[src/rtl/reset_req_pkg.sv]
`default_nettype none
// ============================================================================
// Module  : reset_req_pkg
// Brief   : Shared types and constants for the reset-request generator.
// Revision: 1.0
// ============================================================================
package reset_req_pkg;

    localparam int c_count_w = 8;
    localparam int c_cause_w = 3;

    typedef enum logic [1:0] {
        ST_BOOT      = 2'd0,
        ST_RUN       = 2'd1,
        ST_ASSERT    = 2'd2,
        ST_WAIT_LOCK = 2'd3
    } state_t;

    localparam logic [c_cause_w-1:0] CAUSE_NONE      = 3'd0;
    localparam logic [c_cause_w-1:0] CAUSE_LOCK_LOSS = 3'd1;
    localparam logic [c_cause_w-1:0] CAUSE_LOCK_TMO  = 3'd2;
    localparam logic [c_cause_w-1:0] CAUSE_SW        = 3'd3;
    localparam logic [c_cause_w-1:0] CAUSE_WDT       = 3'd4;

    // Bits needed to hold values 0..max_val
    function automatic int cnt_width(input int max_val);
        return (max_val < 2) ? 1 : $clog2(max_val + 1);
    endfunction

endpackage
`default_nettype wire

[src/rtl/reset_req_gen_if.sv]
`default_nettype none
// ============================================================================
// Module  : reset_req_gen_if
// Brief   : Monitor inputs and request/status outputs of reset_req_gen.
// Revision: 1.0
// ============================================================================
interface reset_req_gen_if;
    import reset_req_pkg::*;

    logic                 pll_lock_n;
    logic                 sw_reset_req;
    logic                 wdt_enable;
    logic                 wdt_kick;
    logic                 reset_req_n;
    logic                 busy;
    logic                 lock_ok;
    logic [c_cause_w-1:0] reset_cause;
    logic [c_count_w-1:0] reset_count;

    modport master (
        output pll_lock_n, sw_reset_req, wdt_enable, wdt_kick,
        input  reset_req_n, busy, lock_ok, reset_cause, reset_count
    );

    modport slave (
        input  pll_lock_n, sw_reset_req, wdt_enable, wdt_kick,
        output reset_req_n, busy, lock_ok, reset_cause, reset_count
    );
endinterface
`default_nettype wire

[src/rtl/sync2ff.sv]
`default_nettype none
// ============================================================================
// Module  : sync2ff
// Brief   : Two-flop synchroniser, asynchronous active-high reset to RESET_VAL.
// Revision: 1.0
// ============================================================================
module sync2ff #(
    parameter logic RESET_VAL = 1'b1
) (
    input  wire logic clk,
    input  wire logic rst,
    input  wire logic i_d,
    output logic      o_q
);
    logic r_meta;
    logic r_sync;

    always_ff @(posedge clk or posedge rst) begin
        if (rst) begin
            r_meta <= RESET_VAL;
            r_sync <= RESET_VAL;
        end else begin
            r_meta <= i_d;
            r_sync <= r_meta;
        end
    end

    assign o_q = r_sync;
endmodule
`default_nettype wire

[src/rtl/reset_req_gen.sv]
`default_nettype none
// ============================================================================
// Module  : reset_req_gen
// Brief   : Issues fixed-width reset request pulses on lock loss, lock timeout,
//           software request or watchdog expiry; records cause and count.
// Revision: 1.0
// ============================================================================
module reset_req_gen
    import reset_req_pkg::*;
#(
    parameter int HOLD_CYCLES  = 16,
    parameter int LOCK_TIMEOUT = 65535,
    parameter int LOSS_FILTER  = 4,
    parameter int WDT_CYCLES   = 1048576
) (
    input  wire logic       clk,
    input  wire logic       reset,
    reset_req_gen_if.slave  bus
);
    localparam int c_tmo_w  = cnt_width(LOCK_TIMEOUT - 1);
    localparam int c_loss_w = cnt_width(LOSS_FILTER - 1);
    localparam int c_wdt_w  = cnt_width(WDT_CYCLES - 1);
    localparam int c_hold_w = cnt_width(HOLD_CYCLES - 1);

    localparam logic [c_tmo_w-1:0]  c_tmo_last  = c_tmo_w'(LOCK_TIMEOUT - 1);
    localparam logic [c_loss_w-1:0] c_loss_last = c_loss_w'(LOSS_FILTER - 1);
    localparam logic [c_wdt_w-1:0]  c_wdt_last  = c_wdt_w'(WDT_CYCLES - 1);
    localparam logic [c_hold_w-1:0] c_hold_last = c_hold_w'(HOLD_CYCLES - 1);

    state_t               r_state;
    state_t               w_state_nxt;
    logic [c_tmo_w-1:0]   r_tmo_cnt;
    logic [c_loss_w-1:0]  r_loss_cnt;
    logic [c_wdt_w-1:0]   r_wdt_cnt;
    logic [c_hold_w-1:0]  r_hold_cnt;
    logic                 r_req_n;
    logic [c_cause_w-1:0] r_cause;
    logic [c_cause_w-1:0] w_cause_nxt;
    logic [c_count_w-1:0] r_count;
    logic                 w_sync_n;
    logic                 w_lock_ok;
    logic                 w_lock_loss;
    logic                 w_wdt_expire;
    logic                 w_enter_assert;

    sync2ff #(.RESET_VAL(1'b1)) u_lock_sync (
        .clk (clk),
        .rst (reset),
        .i_d (bus.pll_lock_n),
        .o_q (w_sync_n)
    );

    assign w_lock_ok = ~w_sync_n;

    // The LOSS_FILTER-th consecutive unlocked sample is the loss event itself
    assign w_lock_loss  = !w_lock_ok && (r_loss_cnt == c_loss_last);
    assign w_wdt_expire = bus.wdt_enable && !bus.wdt_kick && (r_wdt_cnt == c_wdt_last);

    always_comb begin
        w_state_nxt = r_state;
        w_cause_nxt = r_cause;
        case (r_state)
            ST_BOOT, ST_WAIT_LOCK: begin
                if (w_lock_ok) begin
                    w_state_nxt = ST_RUN;
                end else if (r_tmo_cnt == c_tmo_last) begin
                    w_state_nxt = ST_ASSERT;
                    w_cause_nxt = CAUSE_LOCK_TMO;
                end
            end
            ST_RUN: begin
                if (w_lock_loss) begin
                    w_state_nxt = ST_ASSERT;
                    w_cause_nxt = CAUSE_LOCK_LOSS;
                end else if (w_wdt_expire) begin
                    w_state_nxt = ST_ASSERT;
                    w_cause_nxt = CAUSE_WDT;
                end else if (bus.sw_reset_req) begin
                    w_state_nxt = ST_ASSERT;
                    w_cause_nxt = CAUSE_SW;
                end
            end
            ST_ASSERT: begin
                if (r_hold_cnt == c_hold_last) begin
                    w_state_nxt = ST_WAIT_LOCK;
                end
            end
            default: w_state_nxt = ST_BOOT;
        endcase
    end

    assign w_enter_assert = (w_state_nxt == ST_ASSERT) && (r_state != ST_ASSERT);

    // Counters clear whenever their state is left, so each episode starts at 0
    always_ff @(posedge clk or posedge reset) begin
        if (reset) begin
            r_state    <= ST_BOOT;
            r_tmo_cnt  <= '0;
            r_loss_cnt <= '0;
            r_wdt_cnt  <= '0;
            r_hold_cnt <= '0;
            r_req_n    <= 1'b1;
            r_cause    <= CAUSE_NONE;
            r_count    <= '0;
        end else begin
            r_state <= w_state_nxt;
            r_req_n <= (w_state_nxt != ST_ASSERT);

            if ((r_state == ST_BOOT || r_state == ST_WAIT_LOCK) && w_state_nxt == r_state)
                r_tmo_cnt <= r_tmo_cnt + c_tmo_w'(1);
            else
                r_tmo_cnt <= '0;

            if (r_state == ST_RUN && w_state_nxt == ST_RUN && !w_lock_ok)
                r_loss_cnt <= r_loss_cnt + c_loss_w'(1);
            else
                r_loss_cnt <= '0;

            if (r_state == ST_RUN && w_state_nxt == ST_RUN && bus.wdt_enable && !bus.wdt_kick)
                r_wdt_cnt <= r_wdt_cnt + c_wdt_w'(1);
            else
                r_wdt_cnt <= '0;

            if (r_state == ST_ASSERT && w_state_nxt == ST_ASSERT)
                r_hold_cnt <= r_hold_cnt + c_hold_w'(1);
            else
                r_hold_cnt <= '0;

            if (w_enter_assert) begin
                r_cause <= w_cause_nxt;
                if (r_count != {c_count_w{1'b1}})
                    r_count <= r_count + c_count_w'(1);
            end
        end
    end

    assign bus.reset_req_n = r_req_n;
    assign bus.busy        = (r_state != ST_RUN);
    assign bus.lock_ok     = w_lock_ok;
    assign bus.reset_cause = r_cause;
    assign bus.reset_count = r_count;
endmodule
`default_nettype wire

[src/flat_wrapper.sv]
// flat-port wrapper written by rule: the top's interface ports become plain ports
module reset_req_gen_flat import reset_req_pkg::*;
#(
    parameter int HOLD_CYCLES  = 16,
    parameter int LOCK_TIMEOUT = 65535,
    parameter int LOSS_FILTER  = 4,
    parameter int WDT_CYCLES   = 1048576
)
  (clk, reset, bus_pll_lock_n, bus_sw_reset_req, bus_wdt_enable, bus_wdt_kick, bus_reset_req_n, bus_busy, bus_lock_ok, bus_reset_cause, bus_reset_count);
  reset_req_gen_if bus_i ();
  input  wire logic clk;
  input  wire logic reset;
  input wire logic [$bits(bus_i.pll_lock_n)-1:0] bus_pll_lock_n;
  input wire logic [$bits(bus_i.sw_reset_req)-1:0] bus_sw_reset_req;
  input wire logic [$bits(bus_i.wdt_enable)-1:0] bus_wdt_enable;
  input wire logic [$bits(bus_i.wdt_kick)-1:0] bus_wdt_kick;
  output wire logic [$bits(bus_i.reset_req_n)-1:0] bus_reset_req_n;
  output wire logic [$bits(bus_i.busy)-1:0] bus_busy;
  output wire logic [$bits(bus_i.lock_ok)-1:0] bus_lock_ok;
  output wire logic [$bits(bus_i.reset_cause)-1:0] bus_reset_cause;
  output wire logic [$bits(bus_i.reset_count)-1:0] bus_reset_count;
  assign bus_i.pll_lock_n = bus_pll_lock_n;
  assign bus_i.sw_reset_req = bus_sw_reset_req;
  assign bus_i.wdt_enable = bus_wdt_enable;
  assign bus_i.wdt_kick = bus_wdt_kick;
  assign bus_reset_req_n = bus_i.reset_req_n;
  assign bus_busy = bus_i.busy;
  assign bus_lock_ok = bus_i.lock_ok;
  assign bus_reset_cause = bus_i.reset_cause;
  assign bus_reset_count = bus_i.reset_count;
  reset_req_gen #(.HOLD_CYCLES(HOLD_CYCLES), .LOCK_TIMEOUT(LOCK_TIMEOUT), .LOSS_FILTER(LOSS_FILTER), .WDT_CYCLES(WDT_CYCLES)) u_core (.clk(clk), .reset(reset), .bus(bus_i));
endmodule
[config.mk]
export PLATFORM = sky130hd
export DESIGN_NAME = reset_req_gen_flat
export DESIGN_NICKNAME = d
export VERILOG_FILES = /design/src/rtl/reset_req_pkg.sv /design/src/rtl/reset_req_gen_if.sv /design/src/rtl/sync2ff.sv /design/src/rtl/reset_req_gen.sv /design/src/flat_wrapper.sv
export SDC_FILE = /design/constraint.sdc
export NUM_CORES = 1
export LEC_CHECK = 0
export ABC_CLOCK_PERIOD_IN_PS = 3300
export BUFFER_PORTS_ARGS = -buffer_cell sky130_fd_sc_hd__buf_2
export CORE_UTILIZATION = 62
export CTS_BUF_LIST = sky130_fd_sc_hd__clkbuf_4 sky130_fd_sc_hd__clkbuf_8
export CTS_CLUSTER_SIZE = 28
export DETAILED_ROUTE_END_ITERATION = 7
export GPL_TIMING_DRIVEN = 0
export HOLD_SLACK_MARGIN = 0.15
export PLACE_DENSITY = 0.81
export SYNTH_ARGS = -nofsm -noshare
export SYNTH_HDL_FRONTEND = slang
export SYNTH_SLANG_ARGS = --single-unit
export TNS_END_PERCENT = 30
[constraint.sdc]
create_clock -name clk -period 3.3 [get_ports clk]
set_clock_uncertainty 0.1 [all_clocks]
set_input_delay 0.33 -clock clk [delete_from_list [all_inputs] [get_ports clk]]
set_output_delay 0.33 -clock clk [all_outputs]
set_load 0.005 [all_outputs]
## Word-level counts from Yosys, hierarchy flattened

Cells that the tools add are included.

- Register bits: 58
- Input port bits: 6
- Output and inout port bits: 14
- Word-level logic and storage cells: 67

- Add/sub/neg operators: 5
- Equal/unequal tests: 17
- Multiplexer cells: 17
- Bitwise gates (word level): 1
- Reductions and logical operators: 17

Operator list:

| operator | count |
|---|---|
| adder 20 x 1 -> 20 bit (second input constant) | 1 |
| equality test 20 bit (second input constant) | 1 |
| two-way mux 20 bit | 1 |
| adder 16 x 1 -> 16 bit (second input constant) | 1 |
| equality test 16 bit (second input constant) | 1 |
| two-way mux 16 bit | 1 |
| two-way mux 3 bit | 5 |
| two-way mux 2 bit | 7 |
| logical AND 1 bit | 10 |
| adder 8 x 1 -> 8 bit (second input constant) | 1 |
| equality test 2 bit (second input constant) | 4 |
| inequality test 8 bit (second input constant) | 1 |
| inequality test 2 bit (second input constant) | 3 |
| one-hot mux 2 bit (3 select lines) | 1 |
| one-hot mux 3 bit (2 select lines) | 1 |
| AND reduction 5 bit | 1 |
| adder 4 x 1 -> 4 bit (second input constant) | 1 |
| equality test 2 x 1 -> 1 bit (second input constant) | 2 |
| equality test 4 bit (second input constant) | 1 |
| two-way mux 4 bit | 1 |
| inequality test 2 x 1 -> 1 bit (second input constant) | 2 |
| inequality test 4 x 2 -> 1 bit (second input constant) | 1 |
| adder 2 x 1 -> 2 bit (second input constant) | 1 |
| equality test 2 bit | 1 |
| 7 further kinds | 7 |

## Logic depth before layout (Yosys ltp)

Gate-level depths: netlist (run 1).

- Word-level depth: 11
- Mapped depth: 10

## Cells and area by module

Synthesis (run 1) repeated with hierarchy kept, for this count alone.

- Cell total of the unflattened synthesis: 280
- Area, all modules: 2,904.0 sq um

Modules (own cells, without submodules):

| module | times used | cells an instance | area each (sq um) | seq. area each (sq um) |
|---|---|---|---|---|
| reset_req_gen | 1 | 277 | 2,847.7 | 1,402.6 |
| sync2ff | 1 | 3 | 56.3 | 52.6 |

## Least setup slack after synthesis (run 1)

Ideal clock, no wire load.

- Path type: register to register
- From: register u_core.r_state[0]
- To: register u_core.r_count[1], in the netlist u_core.bus.reset_count[1]
- Setup time: 125 ps
- Arrival: 2,096 ps
- Data required time: 3,075 ps
- Slack: 979 ps
- Stages on the path, launching flop included: 10
- Path buffers: 1
- Path through: dfrtp_1 -> inv_1 -> ha_1 -> clkbuf_1 -> nand2_1 -> nor2_1 -> a211o_1 -> a211o_1 -> nand3_4 -> mux2_4

- Longest elaborated chain between the ends: 7
- Elaborated cells on any way between the ends: 16
- Those cells by class: eq/ne: 5; mux: 7; reduce/logical: 4

RTL lines:

| item | RTL line | text |
|---|---|---|
| start: declaration | reset_req_gen.sv:30 | `state_t r_state;` |
| start signal: assignment | reset_req_gen.sv:106 | `r_state <= w_state_nxt;` |
| two-way mux 2 bit | reset_req_gen.sv:78 | `end else if (bus.sw_reset_req) begin` |
| two-way mux 2 bit | reset_req_gen.sv:75 | `end else if (w_wdt_expire) begin` |
| two-way mux 2 bit | reset_req_gen.sv:72 | `if (w_lock_loss) begin` |
| one-hot mux 2 bit (3 select lines) | reset_req_gen.sv:62 | `case (r_state)` |
| equality test 2 bit | reset_req_gen.sv:92 | `assign w_enter_assert = (w_state_nxt == ST_ASSERT) && (r_state != ST_ASSERT);` |
| logical AND 1 bit (*) | reset_req_gen.sv:92 |  |
| AND reduction 2 bit (no line) (*) | -- |  |
| end signal: assignment | reset_req_gen.sv:132 | `r_count <= r_count + c_count_w'(1);` |
| end: declaration | reset_req_gen.sv:39 | `logic [c_count_w-1:0] r_count;` |

Every way passes the cells marked *; elsewhere a longest branch is shown, timed or not.
A chain may end at the register's enable or synchronous reset.

## Worst setup path in the final report (run 1)

Ends and elaborated chain as after synthesis.

==> results of run 1 <==
==> cell type report <==
| type | instances | share of cell area (%) |
|---|---|---|
| Inverter | 17 | 1.92 |
| Buffer | 6 | 1.39 |
| Clock buffer | 14 | 5.42 |
| Sequential cell | 58 | 43.8 |
| Tap cell | 52 | 1.96 |
| Timing Repair Buffer | 22 | 4.07 |
| Clock inverter | 2 | 0.301 |
| Multi-Input combinational cell | 212 | 41.1 |
==> sequential cells by signal, indices dropped and copies added, names as in the netlist <==
name and count:
u_core.r_state 2, u_core.bus.reset_req_n 1, u_core.r_tmo_cnt 16, u_core.u_lock_sync.r_meta 1, u_core.u_lock_sync.o_q 1, u_core.r_loss_cnt 2, u_core.r_wdt_cnt 20, u_core.bus.reset_cause 3
u_core.bus.reset_count 8, u_core.r_hold_cnt 4
==> what timing repair did <==
action | 4_1_cts | 5_1_grt
endpoints found under the setup margin | 0 | 0
hold endpoints to repair | 20 | 0
hold buffers | 2 | 0
==> layer usage <==
layer | vias up | part of all wire (%) | global-route usage, %
li1 | 1057 | - | -
met1 | 1033 | 46 | 31.8
met2 | 34 | 49 | 40.4
met3 | 6 | 3.8 | 7.69
met4 | 0 | 1.3 | 8.67
met5 | - | 0 | 0
==> worst max-delay path, delay by kind of cell, from the launching register on <==
kind            cells  cell delay [ns]
mux                 1             0.30
buf+inv             2             0.40
simple gates        2             0.24
compound gates      2             0.70
fa+ha+maj           1             0.29
flops               1             0.43
==> path summary, 6_finish.rpt <==
| check | start | to | slack [ns] |
|---|---|---|---|
| setup / recovery | u_core.r_state[0]$_DFF_PP0_ | u_core.bus.reset_count[1]$_DFFE_PP0P_ | 0.71 |
| hold / removal | u_core.u_lock_sync.r_meta$_DFF_PP1_ | u_core.u_lock_sync.o_q$_DFF_PP1_ | 0.26 |
| setup reg to reg | u_core.r_state[0]$_DFF_PP0_ | u_core.bus.reset_count[1]$_DFFE_PP0P_ | 0.71 |
| hold reg to reg | u_core.u_lock_sync.r_meta$_DFF_PP1_ | u_core.u_lock_sync.o_q$_DFF_PP1_ | 0.26 |
| max in group asynchronous | reset | u_core.u_lock_sync.r_meta$_DFF_PP1_ | 2.05 |
| min in group asynchronous | reset | u_core.r_wdt_cnt[4]$_DFF_PP0_ | 0.44 |
==> power groups by stage <==
| stage | Clock [mW] | Sequential [mW] | Combinational, mW |
|---|---|---|---|
| floorplan | 0 | 0.879 | 0.581 |
| global placement | 0 | 0.886 | 0.739 |
| detailed placement | 0 | 0.887 | 0.762 |
| CTS | 0.622 | 0.879 | 0.774 |
| global route | 0.645 | 0.892 | 0.857 |
| finish | 0.606 | 0.878 | 0.766 |
==> kinds of logic (layout without fill, tap and decap cells) <==
kind of cell / Yosys count / after routing / synth area share, %
compound gates: 20 / 20 / 4.87
xor+xnor: 40 / 40 / 12.0
fa+ha+maj: 8 / 8 / 3.41
buf+inv: 23 / 61 / 3.76
flops: 58 / 58 / 49.6
mux: 4 / 4 / 1.62
simple gates: 140 / 140 / 24.8
==> Yosys cell counts, types with 2 or more instances <==
master    number  area share, %
a211o_1        2           0.60
a21oi_1        5           0.85
a31oi_1        3           0.64
and2_1         3           0.64
and3_1         2           0.43
and3_2         2           0.51
and4_1         3           0.90
buf_6          3            1.2
clkbuf_1       2           0.26
dfrtp_1       55             47
dfstp_2        3            2.7
ha_1           8            3.4
inv_1         16            2.0
mux2_2         2           0.77
nand2_1       23            2.9
nand3_1       17            2.9
nand4_1        6            1.3
nand4b_1       3           0.90
nor2_1        51            6.5
nor2b_1        3           0.64
nor3_1        12            2.0
nor3_2         2           0.68
nor4_1         2           0.43
o21ai_0        3           0.51
or3_1          4           0.85
xnor2_1       21            6.3
xor2_1        19            5.7
==> impl_metrics.tcl, run 1 <==
set metrics [dict create \
    status "finished with violations" \
    violations "design-rule violations" \
    path_class "register to register" \
    rows 24 \
    dp_cells 365 \
    cts_tree "built" \
    netSwitchingFraction_pct 35.3 \
    worstRegToRegCells 8 \
    finalSetupViolations 0 \
    routabilityCongestion 0.849 \
    final_cells 383 \
    syn_avg_cell_area_um2 10.0 \
    synth_fp_nets 307 \
    cp_common_cell "a211o_1" \
    die_h_um 70.8 \
    vias 2130 \
    p_int_mw 1.46 \
    hold_path_class "register to register" \
    clkPwrFrac_pct 26.9 \
    htreeDepth 3 \
    routed_wl_mm 5.28 \
    switchingPower_mw 0.794 \
    dr.pass1.iters 6 \
    layout_commonest_cell "dfrtp_1" \
    yosys_warnings 0 \
    crit_path_top_delay_cell "dfrtp_1" \
    drive_above_1_share_pct 18.4 \
    numPortBuffers 19 \
    post-cts-setup-buffers 0 \
    cts_inserted_buffers 9 \
    most-common-layout-cells "dfrtp_1, nor2_1, nand2_1" \
    synth_edf_count 0 \
    synthCells 293 \
    grt_pass1_vias 2174 \
    drc_errors 2 \
    vdd.ir_drop.worst_mv 0.495 \
    synth_seq_area_share_pct 49.6 \
    p_leak_nw 1.45 \
    tightestPinTransition_ns 0.693 \
    final_nets 340 \
    max-clock-path-buffers 2 \
    cts_resized 0 \
    pre_cts_ws_ns 0.754 \
    multi_input_comb_area_um2 1370 \
    worstPathRequired_ns 3.43 \
    min_path_cells 0 \
    fin_total_pwr_mw 2.25 \
    wl_per_cell_um 13.8 \
    final_util_pct 74.7 \
    p_comb_share_pct 34.0 \
    synth_cell_type_count 45 \
    worstSetupEndpointType "register" \
    nFillCells 310 \
    seq_area_um2 1460 \
    track_usage_pct 24.8 \
    timing.hold.ws_ns 0.256 \
    cts.sinks 58 \
    slew_headroom_pct 53.4 \
    worst-path-max-fanout 9 \
    place_area_um2 3110 \
    antenna_found_initial 0 \
    grt_overflow_total 0 \
    ys_ff_latch 58 \
    ys.flop_type "dfrtp_1" \
    synth_area_um2 2930 \
    critPathLaunchType "register" \
    fin_tns_setup_ns 0 \
    areaGrowthSynthToFinish_pct 13.3 \
    rsz0062_at_grt "no" \
    path_clk_slew_ns 0.06 \
    die_w_um 70.8 \
    worstSkewPairLatency_ns 0.34 \
    path_cells "inv_1 -> ha_1 -> clkbuf_1 -> nor2_1 -> a211o_1 -> a211o_1 -> nand3_4 -> mux2_4" \
    min_period_over_period_pct 78.3 \
    synthArstFlopShare_pct 100 \
    clockRootBuffer "clkbuf_8" \
    hold_viol_final 0 \
    grt_first_pass_wirelength_mm 9.49 \
    drv_cap 0 \
    initial_core_util_pct 66.0 \
    place_hpwl_mm 3.66 \
    finalInstanceArea_um2 3320 \
    cellPowerDensity_nw_per_um2 678 \
    crit_path_max_incr_delay_ns 0.43 \
    viasPerCell 5.56 \
    coreArea_um2 4440 \
    drtIter0Drc 69 \
    antenna_cells 0 \
    postRouteAntennaNets 0 \
    dieArea_um2 5010 \
    drv_slew 0 \
    boundaryPins 20 \
    worst_slack_ns 0.715 \
    grt_max_degree 40 \
    arrival_ns 2.71 \
    power.share.sequential_pct 39.0 \
    period_minus_slack_ns 2.59 \
    max_freq_mhz 387 \
]
Note: power is estimated with default switching activity, not from simulation.
==> run 2: changes to the inputs <==
--- a/config.mk
+++ b/config.mk
@@ -5,15 +5,15 @@
 export SDC_FILE = /design/constraint.sdc
 export NUM_CORES = 1
 export LEC_CHECK = 0
-export ABC_CLOCK_PERIOD_IN_PS = 3300
+export ABC_CLOCK_PERIOD_IN_PS = 2200
 export BUFFER_PORTS_ARGS = -buffer_cell sky130_fd_sc_hd__buf_2
-export CORE_UTILIZATION = 62
+export CORE_UTILIZATION = 56
 export CTS_BUF_LIST = sky130_fd_sc_hd__clkbuf_4 sky130_fd_sc_hd__clkbuf_8
 export CTS_CLUSTER_SIZE = 28
 export DETAILED_ROUTE_END_ITERATION = 7
 export GPL_TIMING_DRIVEN = 0
 export HOLD_SLACK_MARGIN = 0.15
-export PLACE_DENSITY = 0.81
+export PLACE_DENSITY = 0.78
 export SYNTH_ARGS = -nofsm -noshare
 export SYNTH_HDL_FRONTEND = slang
 export SYNTH_SLANG_ARGS = --single-unit
==> constraint.sdc (replaced) <==
create_clock -name clk -period 2.2 [get_ports clk]
set_clock_uncertainty 0.1 [all_clocks]
set_input_delay 0.22 -clock clk [delete_from_list [all_inputs] [get_ports clk]]
set_output_delay 0.22 -clock clk [all_outputs]
set_load 0.005 [all_outputs]
==> impl_metrics.tcl, run 2 (same netlist as run 1, synthesis figures left out) <==
set metrics [dict create \
    layout_commonest_cell "dfrtp_1" \
    final_nets 367 \
    path_clk_slew_ns 0.07 \
    most-common-layout-cells "dfrtp_1, nor2_1, buf_4" \
    drtIter0Drc 98 \
    worstSkewPairLatency_ns 0.34 \
    p_int_mw 2.66 \
    worstSetupEndpointType "register" \
    slew_headroom_pct 66.0 \
    pre_cts_ws_ns -0.350 \
    hold_viol_final 0 \
    dp_cells 380 \
    multi_input_comb_area_um2 1510 \
    path_class "register to register" \
    largest_register_ff_count 20 \
    grt_max_degree 36 \
    htreeDepth 3 \
    dieArea_um2 5530 \
    rows 25 \
    routed_wl_mm 6.00 \
    grt_first_pass_wirelength_mm 9.68 \
    vias 2277 \
    violations "negative setup slack" \
    max_freq_mhz 450 \
    status "finished with violations" \
    cts.sinks 58 \
    postRouteAntennaNets 0 \
    grt_pass1_vias 2195 \
    grt_overflow_total 0 \
    tightestPinTransition_ns 0.510 \
    largest_register "u_core.r_wdt_cnt" \
    initial_core_util_pct 60.1 \
    die_w_um 74.4 \
    period_minus_slack_ns 2.22 \
    viasPerCell 5.37 \
    numPortBuffers 19 \
    fin_tns_setup_ns -0.102 \
    critPathLaunchType "register" \
    coreArea_um2 4880 \
    vdd.ir_drop.worst_mv 0.844 \
    finalSetupViolations 12 \
    netSwitchingFraction_pct 34.2 \
    drv_cap 0 \
    worstPathRequired_ns 2.32 \
    power.share.sequential_pct 32.4 \
    nFillCells 316 \
    areaGrowthSynthToFinish_pct 27.5 \
    max-clock-path-buffers 2 \
    drive_above_1_share_pct 30.0 \
    dr.pass1.iters 4 \
    final_util_pct 76.6 \
    wl_per_cell_um 14.2 \
    p_leak_nw 1.67 \
    routabilityCongestion 0.859 \
    boundaryPins 20 \
    antenna_cells 0 \
    hold_path_class "input pin to register" \
    worst_slack_ns -0.0236 \
    cts_tree "built" \
    antenna_found_initial 0 \
    clkPwrFrac_pct 25.3 \
    clockRootBuffer "clkbuf_8" \
    die_h_um 74.4 \
    seq_area_um2 1460 \
    cts_inserted_buffers 9 \
    cellPowerDensity_nw_per_um2 1080 \
    drv_slew 0 \
    p_comb_share_pct 42.3 \
    min_period_over_period_pct 101 \
    rsz0062_at_grt "yes" \
    switchingPower_mw 1.38 \
    place_hpwl_mm 3.55 \
    drc_errors 0 \
    arrival_ns 2.34 \
    final_cells 424 \
    track_usage_pct 23.8 \
    worst-path-max-fanout 5 \
]
-- run 2: power by group through the flow --
stage / clock, mW / sequential, mW / combinational [mW]
final: 1.02 / 1.31 / 1.71
after global routing: 1.08 / 1.32 / 1.85
after CTS: 1.05 / 1.30 / 1.56
after detailed placement: 0 / 1.33 / 1.22
after global placement: 0 / 1.33 / 1.18
after floorplan: 0 / 1.32 / 0.941
-- run 2: final timing paths --
kind	slack (ns)	cells after the start	end	from
max	-0.02	9	u_core.r_wdt_cnt[16]$_DFF_PP0_	u_core.r_tmo_cnt[0]$_DFF_PP0_
min	0.23	4	u_core.r_wdt_cnt[1]$_DFF_PP0_	bus_wdt_kick
max reg2reg	-0.02	9	u_core.r_wdt_cnt[16]$_DFF_PP0_	u_core.r_tmo_cnt[0]$_DFF_PP0_
min reg2reg	0.26	0	u_core.u_lock_sync.o_q$_DFF_PP1_	u_core.u_lock_sync.r_meta$_DFF_PP1_
max in group asynchronous	0.98	4	u_core.bus.reset_req_n$_DFF_PP1_	reset
min in group asynchronous	0.40	3	u_core.r_wdt_cnt[11]$_DFF_PP0_	reset
-- run 2: routing by layer --
layer | up-vias | track usage [%] | routed length [um]
li1 | 1113 | - | -
met1 | 1109 | 30.5 | 2710
met2 | 44 | 38.3 | 2970
met3 | 11 | 7.86 | 243
met4 | 0 | 7.97 | 75
met5 | - | 0 | 0
-- run 2: final cells by class --
class	instances	area share, %
multi-input cells	212	40.4
flip-flops and latches	58	39.0
repair buffers	49	9.57
clock buffers	13	4.62
well taps	67	2.24
inverters	17	1.71
plain buffers	6	1.54
clock inverters	2	0.937
-- run 2: worst max-delay path: stages (launching register included) --
cell and delay, ns:
dfrtp_1 0.40, inv_1 0.06, ha_1 0.13, nand3_1 0.06
or3_4 0.38, o211a_4 0.26, or3_4 0.38, nand4b_4 0.15
buf_6 0.14, nor2_1 0.05
-- run 2: metrics by stage --
step | power (mW) | area (um2) | hold WS, ns
5_1_grt | 4.25 | 3740 | 0.227
4_1_cts | 3.90 | 3580 | 0.194
2_1_floorplan | 2.26 | 2950 | 0.124
3_3_place_gp | 2.52 | 3130 | 0.226
6_report | 4.04 | 3740 | 0.225
3_5_place_dp | 2.55 | 3150 | 0.183
-- run 2: timing repair --
item,CTS,global route
pin swaps,6,10
cloned,1,1
endpoints found under the hold margin,22,0
setup buffers,16,9
hold buffers,2,0
setup endpoints to repair,48,38
resized for setup,13,18
